===== src/rtl/sort_stream_out.sv =====
// sort_stream_out: captures a sorted array and streams it one element per ready handshake, flagging order violations
module sort_stream_out #(
   parameter int SIZE_DATA  = 8,
   parameter int NUMBER_ARR = 8
) (
   input  logic                              i_clk,
   input  logic                              i_rst,
   input  logic                              i_load,
   input  logic [SIZE_DATA*NUMBER_ARR-1:0]   i_data,
   input  logic                              i_ready,
   output logic                              o_busy,
   output logic                              o_valid,
   output logic [SIZE_DATA-1:0]              o_data,
   output logic [$clog2(NUMBER_ARR)-1:0]     o_index,
   output logic                              o_last,
   output logic                              o_order_err,
   output logic                              o_done
);
   localparam int IW = $clog2(NUMBER_ARR);
   typedef enum logic [1:0] {S_IDLE, S_STREAM, S_DONE} state_t;
   state_t               r_state;
   logic [SIZE_DATA-1:0] r_buf [NUMBER_ARR];
   logic [IW-1:0]        r_idx;
   logic [SIZE_DATA-1:0] r_prev;
   logic                 r_err;
   logic                 w_valid;
   logic                 w_last;
   logic                 w_xfer;
   logic [SIZE_DATA-1:0] w_elem;
   assign w_valid = r_state == S_STREAM;
   assign w_last  = r_idx == IW'(NUMBER_ARR - 1);
   assign w_xfer  = w_valid & i_ready;
   assign w_elem  = r_buf[r_idx];
   always_ff @(posedge i_clk) begin
      if (i_rst) begin
         r_state <= S_IDLE;
         r_idx   <= '0;
         r_prev  <= '0;
         r_err   <= 1'b0;
      end else begin
         case (r_state)
            S_IDLE: if (i_load) begin
               for (int k = 0; k < NUMBER_ARR; k++) r_buf[k] <= i_data[k*SIZE_DATA +: SIZE_DATA];
               r_idx   <= '0;
               r_err   <= 1'b0;
               r_state <= S_STREAM;
            end
            S_STREAM: if (w_xfer) begin
               r_prev <= w_elem;
               if (r_idx != '0 && w_elem < r_prev) r_err <= 1'b1;
               // index parks at 0 after the last element so it never runs past NUMBER_ARR-1
               r_idx   <= w_last ? '0 : r_idx + IW'(1);
               r_state <= w_last ? S_DONE : S_STREAM;
            end
            default: r_state <= S_IDLE;
         endcase
      end
   end
   assign o_busy      = r_state != S_IDLE;
   assign o_valid     = w_valid;
   assign o_data      = w_valid ? w_elem : '0;
   assign o_index     = r_idx;
   assign o_last      = w_valid & w_last;
   assign o_order_err = r_err;
   assign o_done      = r_state == S_DONE;
endmodule


===== config.mk =====
export PLATFORM = sky130hd
export DESIGN_NAME = sort_stream_out
export DESIGN_NICKNAME = d
export VERILOG_FILES = /design/src/rtl/sort_stream_out.sv
export SDC_FILE = /design/constraint.sdc
export NUM_CORES = 1
export LEC_CHECK = 0
export BUFFER_PORTS_ARGS = -buffer_cell sky130_fd_sc_hd__buf_2
export CAP_MARGIN = 20
export CORE_MARGIN = 5
export CORE_UTILIZATION = 30
export DETAILED_ROUTE_END_ITERATION = 8
export SYNTH_ARGS = -nofsm -noshare
export SYNTH_HDL_FRONTEND = slang
export SYNTH_SLANG_ARGS = --single-unit
export TNS_END_PERCENT = 30

===== constraint.sdc =====
create_clock -name i_clk -period 7.3 [get_ports i_clk]
set_input_delay 0.365 -clock i_clk [delete_from_list [all_inputs] [get_ports i_clk]]
set_output_delay 0.365 -clock i_clk [all_outputs]
set_load 0.005 [all_outputs]

==> qor.log <==
[clock_network] TritonCTS clock tree done
[global_route] total grt overflow 0
[timing] Setup violations, final 0
[clock_network] Clk pin slew, worst setup/hold paths 90 ps
[place] post-DP HPWL 4650 um
[global_route] number of antenna violations at the first check in global routing 0
[flow_run] number of max-cap violations 0
[clock_network] TritonCTS Sinks 81
[timing] summed negative setup slack over all endpoints 0 ps
[clock_network] Num CTS Buffers 9
[global_route] met1 global-route usage 13.2%
[die] count of pins on the block boundary 84
[place] RePlAce Congestion 0.831
[timing] setup repair after global routing missed its margin false
[timing] highest attainable clock frequency 364 MHz
[route] routed vias 1897
[timing] max-slew violation count 0
[global_route] global route hottest layer met2
[global_route] wire length of the first global-routing pass 10100 um
[min_path] startpoint of the lowest-slack hold path i_data[4]
[timing] Final Hold Violating Endpoints 0
[timing] worst clock skew on the final layout 8.54 ps
[timing] portion of the clock cycle consumed by the worst path in the final layout 37.6%
[place] worst slack after detailed placement 4550 ps
[clock_network] H-tree Lvls 3
[final_layout] commonest cells after routing, fill and taps aside 83 x sky130_fd_sc_hd__buf_2, 64 x sky130_fd_sc_hd__edfxtp_1, 17 x sky130_fd_sc_hd__dfxtp_1
[global_route] met2 usage 16.4%
[die] Horiz. Die Dim 115 um
[route] detailed-route vias per instance 4.40
[power] total power density per cell area 232 mW/mm^2
[worst_setup_path] kind of launch point of the worst setup path flip-flop
[global_route] gr usage total 10.2%
[timing] worst rel slew slack 45.7%
[global_route] GRT met3 Usage 2.89%
[logic_synthesis] number of different library cells in the post-synthesis netlist 30
[logic_synthesis] predominant post-synthesis flop cell sky130_fd_sc_hd__edfxtp_1
[place] count of buffers inserted at the top-level ports 83
[power] standby leakage power 1.54 nW
[route] residual antenna-violating net count after detailed routing 0
[clock_network] total of cells resized after clock tree synthesis 0
[logic_synthesis] async set-or-reset flop fraction in the synthesized netlist 0%
[logic_synthesis] Syn Area/Cell 16.8 sq um
[final_layout] area grow syn2layout 23.5%
[logic_synthesis] Yosys warning count 0
[power] peak ir drop on the vdd network 0.105 mV
[clock_network] clk_lat worst skew 340 ps
[logic_synthesis] post-synthesis cell area 0.00331 sq mm
[clock_network] hold buffer count at cts 0
[die] Vert. Die Dim 115 um
[global_route] via count of the first global-routing pass 2007
[worst_setup_path] worst setup path category reg -> reg
[final_layout] most common cell after layout, fill and taps aside sky130_fd_sc_hd__buf_2
[die] site row count 38
[logic_synthesis] post-synth net total 275
[final_layout] # nets final 364
[status] result of the run finished, final reports clean
[route] routed wire length per instance 15.0 um
[clock_network] maximum buffer depth of the clock tree 2
[worst_setup_path] Worst EP required 7520 ps
[die] effective utilization at floorplan 30.5%
[min_path] type of the most critical hold path in -> reg
[final_layout] antenna cells 0
[timing] min Tclk post-route 2750 ps
[route] number of DRC markers in iteration 0 102
[clock_network] number of buffers added for setup after CTS 0
[worst_setup_path] data arrival time of the critical path 2970 ps
[logic_synthesis] number of synthesized flops with an enable pin 64
[global_route] pin count of the biggest net entering global routing 65
[timing] Tightest Pin Transition 815 ps
[route] Final Routed Wirelength 6450 um
[worst_setup_path] kind of capture point of the worst setup path flip-flop
[timing] setup slack after layout 4550 ps
[route] first drt pass iteration count 4
[clock_network] Clock Root Buffer sky130_fd_sc_hd__clkbuf_8
[logic_synthesis] Syn Inst Count 197
[logic_synthesis] post-synthesis sequential element count 81
[worst_setup_path] worst-path maximum fanout 15
[final_layout] fraction of final layout cells with drive strength greater than 1 41.9%
[die] floorplan core area 0.0108 sq mm
[logic_synthesis] sequential cell area fraction in the yosys report 68.3%
[route] DRC viols 0
[die] die outline area 0.0132 sq mm
[critical path: stages (launching register included)]
cell	delay, ps
sky130_fd_sc_hd__dfxtp_1	840
sky130_fd_sc_hd__mux4_2	400
sky130_fd_sc_hd__mux2_2	290
sky130_fd_sc_hd__ha_1	270
sky130_fd_sc_hd__o21a_1	160
sky130_fd_sc_hd__o21ai_0	150
sky130_fd_sc_hd__a2111oi_0	120
sky130_fd_sc_hd__a2111oi_1	390
[synth_stat cells, drive strengths merged, types with 3 or more instances]
| cell type | count | share of area (%) |
|---|---|---|
| edfxtp | 64 | 58 |
| dfxtp | 17 | 10 |
| mux4 | 16 | 11 |
| inv | 14 | 1.6 |
| ha | 10 | 3.8 |
| nor2 | 10 | 1.1 |
| a211oi | 8 | 1.8 |
| and2 | 8 | 1.5 |
| mux2 | 7 | 2.4 |
| nand2 | 6 | 0.68 |
| a21oi | 5 | 0.76 |
| nand3 | 5 | 0.76 |
| clkbuf | 4 | 0.45 |
| buf | 3 | 0.83 |
| nor3 | 3 | 0.45 |
[power breakdown]
part | internal [mW] | switching (mW) | total [mW] | leakage [nW]
logic | 0.0393 | 0.0383 | 0.0776 | 0.713
registers | 0.518 | 0.00559 | 0.523 | 0.731
clock network | 0.192 | 0.155 | 0.348 | 0.0995
[kinds of logic (layout without fill, tap and decap cells)]
| kind of cell | after synthesis | in the layout | share of synthesized area, % |
|---|---|---|---|
| AO/OA/AOI/OAI | 21 | 21 | 4.38 |
| adder cells (fa/ha/maj) | 10 | 10 | 3.78 |
| buffers and inverters | 21 | 115 | 2.87 |
| flip-flops | 81 | 81 | 68.3 |
| multiplexers | 25 | 25 | 14.7 |
| AND/OR/NAND/NOR | 39 | 39 | 5.93 |
[per-layer routing]
layer / routed length, um / up-vias
met4: 99 / 0
li1: - / 934
met5: 0 / -
met3: 387 / 10
met1: 2920 / 895
met2: 3040 / 58
[metrics by stage]
stage	power [mW]	util [%]	instance area (sq um)	std cells	hold WS [ps]
after floorplan	0.580	-	3310	197	437
after global placement	0.612	35.8	3880	415	451
after detailed placement	0.614	35.8	3880	415	457
after CTS	0.962	37.7	4090	431	176
after global routing	0.991	37.7	4090	431	171
final	0.948	37.7	4090	431	190
[registers in the layout, indices dropped and copies added, names as in the netlist, named ones only]
name and flops:
r_state 2, o_order_err 1, o_index 3, r_prev 8, r_buf 64
[layout make-up]
class	instances	area [sq um]
inverters	14	52.6
repair buffers	85	430
flip-flops and latches	81	2260
clock inverters	5	80.1
well taps	140	175
fillers	1059	6750
multi-input cells	95	958
clock buffers	11	131
[path summary, 6_finish.rpt]
path | to | slack [ps] | depth (start not counted)
worst max-delay path | o_order_err$_SDFFE_PP0P_ | 4550 | 7
worst min-delay path | r_buf[0][4]$_DFFE_PP_ | 190 | 1
worst max register to register | o_order_err$_SDFFE_PP0P_ | 4550 | 7
worst min register to register | r_prev[0]$_SDFFE_PP0P_ | 460 | 2
No activity file was read; power rests on OpenSTA's default activity.
